`config.mk`:
```
export PLATFORM = sky130hd
export DESIGN_NAME = vec_write_queue
export DESIGN_NICKNAME = d
export VERILOG_FILES = /design/src/rtl/vec_write_queue.sv
export SDC_FILE = /design/constraint.sdc
export NUM_CORES = 1
export LEC_CHECK = 0
export ABC_CLOCK_PERIOD_IN_PS = 12100
export BUFFER_PORTS_ARGS = -buffer_cell sky130_fd_sc_hd__buf_2
export CORE_UTILIZATION = 25
export CTS_CLUSTER_SIZE = 30
export DETAILED_ROUTE_END_ITERATION = 12
export RECOVER_POWER = 25
export SLEW_MARGIN = 20
export SYNTH_ARGS = -nofsm -noshare
export SYNTH_HDL_FRONTEND = slang
export SYNTH_SLANG_ARGS = --single-unit
```
`constraint.sdc`:
```
create_clock -name clk -period 12.1 [get_ports clk]
set_input_delay 1.21 -clock clk [delete_from_list [all_inputs] [get_ports clk]]
set_output_delay 1.21 -clock clk [all_outputs]
set_load 0.01 [all_outputs]
```
`src/rtl/vec_write_queue.sv`:
```
// vec_write_queue
//   Buffers vector-write commands (register index + vector) coming from the
//   memory-mapped vector-assembly stage. It presents them to the vector
//   register file write port through a first-word-fall-through valid/ready
//   interface.
//
//   The upstream strobe stays high for as long as the trigger address is held.
//   One write event is therefore produced per rising strobe or per address
//   change while the strobe is high.
//
//   Optional build macro: VQ_COALESCE_EN
//     When defined, a legal event whose index matches the tail-most queued
//     entry overwrites that entry's data in place instead of pushing.
//
// Ports
//   clk       in   system clock, posedge
//   rst_n     in   synchronous active-low reset
//   vecWrite  in   write strobe (level, edge-detected here)
//   vecAddr   in   target vector register index
//   vector    in   vector data, qualified by vecWrite
//   wrValid   out  head entry valid
//   wrReady   in   register file accepts head
//   wrIdx     out  head register index (0 while !wrValid)
//   wrData    out  head vector data (0 while !wrValid)
//   count     out  occupancy
//   full      out  count == DEPTH
//   overflow  out  sticky: legal write dropped because queue was full
//   badAddr   out  sticky: write dropped because vecAddr >= NUM_VREGS
//   clrErr    in   clears overflow / badAddr (a same-cycle set wins)
module vec_write_queue #(
    parameter int DATA_W    = 256,
    parameter int ADDR_W    = 16,
    parameter int IDX_W     = 2,
    parameter int NUM_VREGS = 3,
    parameter int DEPTH     = 4
) (
    input  logic                       clk,
    input  logic                       rst_n,
    input  logic                       vecWrite,
    input  logic [ADDR_W-1:0]          vecAddr,
    input  logic [DATA_W-1:0]          vector,
    output logic                       wrValid,
    input  logic                       wrReady,
    output logic [IDX_W-1:0]           wrIdx,
    output logic [DATA_W-1:0]          wrData,
    output logic [$clog2(DEPTH+1)-1:0] count,
    output logic                       full,
    output logic                       overflow,
    output logic                       badAddr,
    input  logic                       clrErr
);
    localparam int PW = $clog2(DEPTH);
    localparam int CW = $clog2(DEPTH+1);

    typedef struct packed {
        logic [IDX_W-1:0]  idx;
        logic [DATA_W-1:0] data;
    } entry_t;

    entry_t            mem [DEPTH];
    logic [PW-1:0]     head, tail;
    logic [CW-1:0]     cnt;
    logic              vecWrite_q;
    logic [ADDR_W-1:0] vecAddr_q;

    logic evt, legal, pop, push, coal, ovf_set, bad_set;

    assign wrValid = (cnt != '0);
    assign full    = (cnt == CW'(DEPTH));
    assign count   = cnt;
    assign wrIdx   = wrValid ? mem[head].idx  : '0;
    assign wrData  = wrValid ? mem[head].data : '0;

    // A held strobe only fires again if the address changes under it.
    assign evt   = vecWrite & (~vecWrite_q | (vecAddr != vecAddr_q));
    assign legal = (vecAddr < ADDR_W'(NUM_VREGS));
    assign pop   = wrValid & wrReady;

`ifdef VQ_COALESCE_EN
    logic [PW-1:0] tail_last;
    assign tail_last = tail - PW'(1);
    // A single entry that is leaving this cycle cannot absorb the write;
    // that case falls back to a normal push.
    assign coal = evt & legal & wrValid
                & (mem[tail_last].idx == vecAddr[IDX_W-1:0])
                & ~((cnt == CW'(1)) & pop);
`else
    assign coal = 1'b0;
`endif

    // A pop in the same cycle frees a slot, so a full queue still accepts.
    assign push    = evt & legal & ~coal & (~full | pop);
    assign ovf_set = evt & legal & ~coal & ~push;
    assign bad_set = evt & ~legal;

    always_ff @(posedge clk) begin
        if (!rst_n) begin
            head       <= '0;
            tail       <= '0;
            cnt        <= '0;
            vecWrite_q <= 1'b0;
            vecAddr_q  <= '0;
            overflow   <= 1'b0;
            badAddr    <= 1'b0;
        end else begin
            vecWrite_q <= vecWrite;
            vecAddr_q  <= vecAddr;
            if (push) tail <= tail + PW'(1);
            if (pop)  head <= head + PW'(1);
            case ({push, pop})
                2'b10:   cnt <= cnt + CW'(1);
                2'b01:   cnt <= cnt - CW'(1);
                default: cnt <= cnt;
            endcase
            overflow <= ovf_set | (overflow & ~clrErr);
            badAddr  <= bad_set | (badAddr  & ~clrErr);
        end
    end

    // Entry storage is deliberately not reset.
    always_ff @(posedge clk) begin
        if (rst_n) begin
            if (push) mem[tail] <= '{idx: vecAddr[IDX_W-1:0], data: vector};
`ifdef VQ_COALESCE_EN
            else if (coal) mem[tail_last].data <= vector;
`endif
        end
    end

endmodule

```
### Word-level counts from Yosys, hierarchy flattened

Memories as Yosys holds them, arrays and structs flattened. A register that Yosys moved wholly into a read port is not among the register bits.
Index checks and enable logic that the tools add are counted.

* word-level logic and storage cells: 44
* memories kept: 1
* flip-flop bits (word level): 26
* memory bits (read-only): 0
* memory bits (writable): 1032
* input port bits: 277
* output and inout port bits: 265
* bits in latches: 0

Memories
* mem: depth 4, width 258, read ports 1, clocked after Yosys merged registers in 1, wr ports 1, RTL line 60 `entry_t mem [DEPTH];`

* multipliers: 0
* mux-type cells: 8
* bitwise logic cells: 17
* shift-type cells: 0
* add/sub/neg operators: 4
* reductions and logical operators: 2
* equality and inequality tests: 4
* $lt $le $gt $ge: 1
* divide/modulo/power cells: 0

Operators with widths (number)
* $mux W256: 1
* $lt A16 B2 Y1 const B: 1
* $ne A16 B16 Y1: 1
* $and A1 B1 Y1: 8
* $mux W2: 3
* $pmux W3 S2: 1
* $not A1 Y1: 5
* $add A2 B1 Y2 const B: 2
* $or A1 B1 Y1: 4
* $add A3 B1 Y3 const B: 1
* $eq A3 B3 Y1 const B: 1
* $mux W1: 3
* $reduce_bool A3 Y1: 1
* $sub A3 B1 Y3 const B: 1
* $eq A2 B1 Y1 const B: 1
* $eq A2 B2 Y1 const B: 1
* $reduce_bool A2 Y1: 1

### Longest topological paths before layout

Gate-level depths: netlist of run 1.

* word-level depth: 8
* gate-level depth with buffers: 9
* mapped depth without buffers: 9

### Worst setup path before layout of run 1

Ideal clock, no wire load.

* path type: input to register
* start point: in vecAddr[6]
* end point: mem mem[0][0] in the netlist's numbering, enable pin
* data arrival time: 8079 ps
* required time: 11446 ps
* library setup time: 654 ps
* path slack: 3367 ps
* buffers on the path: 0
* stages on the path: 5
* cells stage by stage: nor4_1 and4_1 o211ai_2 nor2_1 and3_1

* word-level cells in the longest chain between the ends: 8
* elaborated cells on any way between the ends: 9
* classes of those cells: 1 x order compare; 1 x eq/ne; 3 x mux; 4 x bitwise

RTL lines
* start: declaration: RTL line 40 `input logic [ADDR_W-1:0] vecAddr,`
* branches (longest 3 deep; another with $lt A16 B2 Y1)
* $and A1 B1 Y1 * (2 in series): RTL line 92 `assign push = evt & legal & ~coal & (~full | pop);`
* $mux W1 *: RTL line 123 `if (push) mem[tail] <= '{idx: vecAddr[IDX_W-1:0], data: vector};`
* $mux W1 *: RTL line 122 `if (rst_n) begin`
* $mux W1 (not written as such) *: RTL line 123
* end: declaration: RTL line 60

Every way passes the cells marked *.

==> impl_results.md, run 1 <==
* Met3 routed WL at just under 9000 um
* Synth-to-Final Area Change at 21.1%
* Cells after DPL at approximately 4.3k
* DPL Wire Length at ~55,000 um
* Setup TNS at 0 ns
* H-tree depth at 3
* Crit path DAT at 4.13 ns
* Power per cell area at 151 nW/um^2
* Area of the multi-input gates at ~8000 sq um
* Met2 Wirelength at about 44,000 um
* Worst Path Max Fanout at 99
* 1st-iter DRT viols at between 1k and 1.5k
* Post-CTS Hold Fix Bufs at 0
* Core Area at 159,000 sq um
* Vias in the first global route at around 20k
* Synth top area share at 77.4%
* Share of cells above drive strength 1 at 33.6%
* Yosys top cell by area: edfxtp_1
* Post-synth EDFFs at 1,032
* Worst hold path type: flop to flop
* Largest net degree at the start of global routing at between 100 and 150
* Post-CTS Setup Bufs at 0
* Die area at 162,000 sq um
* TritonCTS clock tree: built
* Clock sinks at between 1k and 1.5k
* Worst skew pair latency at 0.72 ns
* Final Cycle Share at 44.1%
* GPL Wtd Cong at roughly 0.73
* Max Cap Violations at 0
* Max clock buf depth at 3
* CTS Buf Count at 114
* GRT Util Overall at about 11%
* Port bufs at 541
* Final net count at 2,634
* Total wire length at between 90,000 and 100,000 um
* Vias post-DR at 19.2k
* Initial Util at 25.2%
* CP Launch Type: flop
* Ranking of synthesized cells by area: edfxtp_1, mux4_2, and2_1, dfxtp_1, buf_2
* Top sig layer: met5
* Post-CTS resize count at 0
* Fin cells at 4,520
* Cell area after synthesis at about 40,000 sq um
* Grt ovf at 0
* Initial antenna violation count at 37
* Synth Register Bits at 1,060
* FILL cells at 15.4k
* Peak supply drop at 0.000115 V
* Crit path required time at between 10 and 15 ns
* Clock period minus worst slack at 5.34 ns
* Most frequent cells in the layout: edfxtp_1, buf_2, and2_1, mux4_2, clkbuf_1
* Unique masters post-synth at 32
* Antenna Nets Post-Route at 0
* M1 wire length at 36,400 um
* Worst setup path category: flop to output port
* Standard-cell rows at 146
* Worst-path clk slew at 0.06 ns
* Clock Tree Root: clkbuf_16
* First-pass GRT wire length at 133,000 um
* Sequential Area at 31,600 sq um
* Post-synthesis sequential area ratio at 78.8%
* CP endpoint kind: output port
* Final hold vios at 0
* 1st-pass router iterations at 5
* RSZ-0062 raised after global routing: false
* Status: finished clean
* Pins over their slew limit at 0
* Post-route DRC at 0
* Yosys Warn Count at 0
* Max Freq at 187 MHz
* Slew headroom at 24.4%
* Asr flop ratio synth at 0%
* Avg Cell Area, Syn at 22.7 sq um
* Die Y at 402 um
* Leakage power at 15.8 nW
* Mapped Cells at 1,764
* Die W at between 400 and 500 um
* Most common cell after layout, fill and taps aside: edfxtp_1
* Setup violations, final at 0
* Post-Syn Nets at 2,046
* Wire length per cell at 20.2 um
* Ys flop type: edfxtp_1
* Clk_skew at 0.0419 ns
* Num ports at between 500 and 600
* Worst Tran Pin Value at 1.13 ns
* Vias/cell at 4.24
## kinds of logic after synthesis
kind of cell	count (synthesis)	synth area share, %
AO/OA/AOI/OAI	6	0.112
XOR/XNOR	18	0.394
adder cells (fa/ha/maj)	5	0.175
buffers and inverters	94	0.996
flip-flops	1060	78.8
multiplexers	265	14.7
AND/OR/NAND/NOR	316	4.88
## metrics by stage
stage / hold WS [ns] / worst slack, ns / utilization, % / instance area [sq um] / total power, mW
floorplan: 0.468 / 3.37 / - / 40100 / 4.12
global placement: 0.465 / 6.58 / 28.5 / 45300 / 4.20
detailed placement: 0.466 / 6.56 / 28.5 / 45300 / 4.21
CTS: 0.480 / 6.46 / 30.7 / 48700 / 7.43
global route: 0.523 / 6.29 / 30.5 / 48500 / 7.57
finish: 0.481 / 6.76 / 30.6 / 48500 / 7.32
## cell type report
cell class                      instances  share of cell area (%)
Antenna cell                            7                  0.0361
Clock buffer                          137                    6.10
Clock inverter                         68                   0.980
Inverter                                3                  0.0232
Multi-Input combinational cell        610                    16.8
Sequential cell                      1060                    65.1
Tap cell                             2072                    5.35
Timing Repair Buffer                  563                    5.68
## cells in the mapped netlist (3+ instances only)
cell,count
inv_1,3
mux2i_1,7
ha_1,4
xnor2_1,3
and2_1,279
nand2_1,12
clkbuf_1,45
edfxtp_1,1032
nor4_1,4
dfxtp_1,28
mux4_2,258
nor2_1,3
xor2_1,15
and3_1,4
and2_2,3
buf_2,34
buf_1,11
## path summary, 6_finish.rpt
kind              depth (start not counted)                    start                     to  slack [ns]
setup / recovery                          5                     flop            wrData[105]        6.76
hold / removal                            2      overflow$_SDFF_PN0_    overflow$_SDFF_PN0_        0.48
setup reg to reg                          8  vecAddr_q[1]$_SDFF_PN0_  mem[2][130]$_DFFE_PP_        7.84
hold reg to reg                           2      overflow$_SDFF_PN0_    overflow$_SDFF_PN0_        0.48
## critical path, cell delays in order (launching register included)
cell     delay, ns
dfxtp_4       0.78
buf_12        0.67
buf_4         0.75
mux4_2        0.62
and2_1        0.17
buf_2         0.17
## sequential cells by signal (all words and copies together) (netlist names), named ones only
name	flops
mem	1032
badAddr	1
head	2
count	3
vecWrite_q	1
tail	2
overflow	1
vecAddr_q	16
## report_power, final
| part | total [mW] | switching, mW | internal (mW) | leakage (nW) |
|---|---|---|---|---|
| clock network | 3.20 | 1.42 | 1.79 | 1.68 |
| registers | 4.03 | 0.00154 | 4.03 | 9.50 |
| logic | 0.0910 | 0.0582 | 0.0328 | 4.63 |
## metal layers
metal  track usage, %  vias up
met5                0        -
met4             2.87       56
met3             5.07      190
met2             17.9      576
met1             13.3     9964
li1                 -     8399
Power figures use the tool's default switching activity.
==> run 2, diff against run 1 <==
Settings changed: ABC_AREA set to 1, ABC_CLOCK_PERIOD_IN_PS 12100 to 5500.
Clock period 12.1 ns to 5.5 ns, I/O delays scaled along.
==> run 2 against run 1 <==
Effect of this change:
- first-iteration DRC count rose by 58%
- hold slack got worse by 0.37 ns
- synthesized cell count rose by 84%
- largest cell class unchanged
==> impl_results.md, run 2 <==
* Status: finished clean
* GPL Wtd Cong at 0.782 (+7.0%)
* Ys flop type: edfxtp_1
* Post-Place Cell Area at 46,300 sq um (+2.3%)
* CP endpoint kind: output port
* Ranking of synthesized cells by area: edfxtp_1, nor2_1, o21ai_0, a21oi_1, dfxtp_1
* H-tree depth at 3 (unchanged)
* Post-route DRC at 0 (unchanged)
* Crit path DAT at 3.30 ns (-0.83 ns)
* First-pass GRT wire length at 158,000 um (+18%)
* Largest net degree at the start of global routing at 174 (+29%)
* Post-Syn Nets at 3,535 (+73%)
* Max Cap Violations at 0 (unchanged)
* 1st-pass router iterations at 6 (+1)
* Die area at 166,000 sq um (+2.3%)
* Crit path required time at 4.95 ns (-5.94 ns)
* Leakage power at 18.2 nW (+15%)
* Cell area after synthesis at 41,000 sq um (+2.3%)
* Setup violations, final at 0 (unchanged)
* Clock sinks at 1,060 (unchanged)
* Worst skew pair latency at 0.74 ns (+0.02 ns)
* DPL Wire Length at 59,900 um (+8.0%)
* Clock period minus worst slack at ~3.9 ns
* Most frequent cells in the layout: nor2_1, edfxtp_1, o21ai_0, buf_2, dlygate4sd3_1
* Initial antenna violation count at 20 (-46%)
* Synth top area share at 75.6% (-1.7 points)
* Vias post-DR at 27.0k (+41%)
* Grt ovf at 0 (unchanged)
* Peak supply drop at 0.000354 V (+210%)
* CP Launch Type: flop
* Synth-to-Final Area Change at 27.8%
* Avg Cell Area, Syn at 12.6 sq um (-45%)
* Port bufs at 541 (unchanged)
* CTS Buf Count at 112 (-1.8%)
* Antenna Nets Post-Route at 0 (unchanged)
* Total wire length at 107,000 um (+17%)
* Wire length per cell at 17.0 um (-16%)
* Unique masters post-synth at 28 (-13%)
* Final hold vios at 0 (unchanged)
* Worst-path clk slew at 0.06 ns (about the same)
* Final Util at 32.2% (+1.6 points)
* Asr flop ratio synth at 0% (unchanged)
* Yosys top cell by area: edfxtp_1
* Post-CTS Hold Fix Bufs at 269 (+269)
* Final Cycle Share at 70.0%
* GRT Util Overall at 12.4% (+1.3 points)
* Largest reg by FF count: mem
* Worst setup path category: flop to output port
* Post-synth top cells: nor2_1, edfxtp_1, o21ai_0
* Num ports at 542 (unchanged)
* Max reg flops at 1,032 (unchanged)
* Slew headroom at 18.1% (-6.3 points)
* Clk_skew at 0.0244 ns (-0.0176 ns)
* Most common cell after layout, fill and taps aside: nor2_1
* Mapped Cells at 3,253 (+84%)
* 1st-iter DRT viols at 1,681 (+58%)
* Count leader, synth: nor2_1
* FF-to-FF setup slack at 2.64 ns (-5.20 ns)
* Max clock buf depth at 3 (unchanged)
* Post-synthesis sequential area ratio at 77.0% (-1.8 points)
* Worst Path Max Fanout at 173 (+75%)
* Pins over their slew limit at 0 (unchanged)
* Power per cell area at 428 nW/um^2 (+180%)
* Core Area at 163,000 sq um (+2.5%)
* Max Freq at 260 MHz
* Final net count at 4,293 (+63%)
* Die Y at 407 um (+1.1%)
* Initial Util at 25.2% (-0.056 points)
* Post-CTS Setup Bufs at 0 (unchanged)
* Synth Register Bits at 1,060 (unchanged)
* Vias in the first global route at 26.1k (+33%)
* Vias/cell at 4.29 (+1.0%)
* Post-CTS resize count at 0 (unchanged)
* Post-route cell area at 52,400 sq um (+8.0%)
* RSZ-0062 raised after global routing: false
* Worst hold path type: primary input to flop
* TritonCTS clock tree: built
* Die W at 407 um (+1.1%)
* Worst Tran Pin Value at 1.23 ns (+0.0947 ns)
* Clock Tree Root: clkbuf_16
* Post-synth EDFFs at 1,032 (unchanged)
* Yosys Warn Count at 0 (unchanged)
* Standard-cell rows at 148 (+1.4%)
* Share of cells above drive strength 1 at 14.6% (-19 points)
[run 2: final cells by class]
| cell class | instances | area (sq um) |
|---|---|---|
| clock inverters | 69 | 681 |
| diodes | 14 | 35.0 |
| repair buffers | 846 | 5810 |
| clock buffers | 134 | 2890 |
| fillers | 16100 | 110000 |
| flip-flops and latches | 1060 | 31600 |
| inverters | 58 | 233 |
| well taps | 2175 | 2720 |
| multi-input cells | 1933 | 8450 |
[run 2: per-stage QoR]
step           hold WS, ns  setup WS, ns  instances  TNS, ns  total power, mW
6_report             0.108          1.65       6289        0             22.4
5_1_grt             0.0841          1.34       6287        0             23.5
4_1_cts            0.00742          1.44       6275        0             22.8
3_5_place_dp         0.447          2.12       5803        0             15.2
3_3_place_gp         0.453          2.14       5803        0             15.1
2_1_floorplan        0.437        -0.241       3253  -236.12             12.4
[run 2: kinds of logic after synthesis]
kind of cell | share of synthesized area [%]
fa+ha+maj | 0.171
xor+xnor | 0.0641
buf+inv | 2.53
flops | 77.0
compound gates | 9.71
simple gates | 10.5
[run 2: worst paths after layout]
kind,startpoint,endpoint,cells past startpoint
max,flop,wrData[137],6
max reg2reg,vecAddr_q[7]$_SDFF_PN0_,mem[1][124]$_DFFE_PP_,10
min,clrErr,badAddr$_SDFF_PN0_,4
min reg2reg,head[1]$_SDFFE_PN0P_,flop,2
[run 2: layer usage]
layer  GRT usage (%)  part of all wire, %  vias to the layer above
met3            3.88                  7.6                      175
li1                -                    -                    13000
met5               0                0.070                        -
met2            20.8                   49                      739
met1            14.8                   41                    13000
met4            4.81                  3.0                       14
[run 2: worst max-delay path: stages, from the launching register on]
cell and delay, ns:
dfxtp_4 0.85, buf_12 0.55, nor2_1 0.11, nor2_1 0.11, o21ai_0 0.11, a21oi_1 0.28, buf_2 0.22
[run 2: where the power goes]
| group | internal (mW) | switching, mW | leakage [nW] | total [mW] |
|---|---|---|---|---|
| Sequential | 8.88 | 0.0899 | 9.50 | 8.97 |
| Clock | 4.18 | 3.17 | 1.73 | 7.34 |
| Combinational | 1.89 | 4.23 | 6.99 | 6.11 |
| Total | 14.9 | 7.48 | 18.2 | 22.4 |
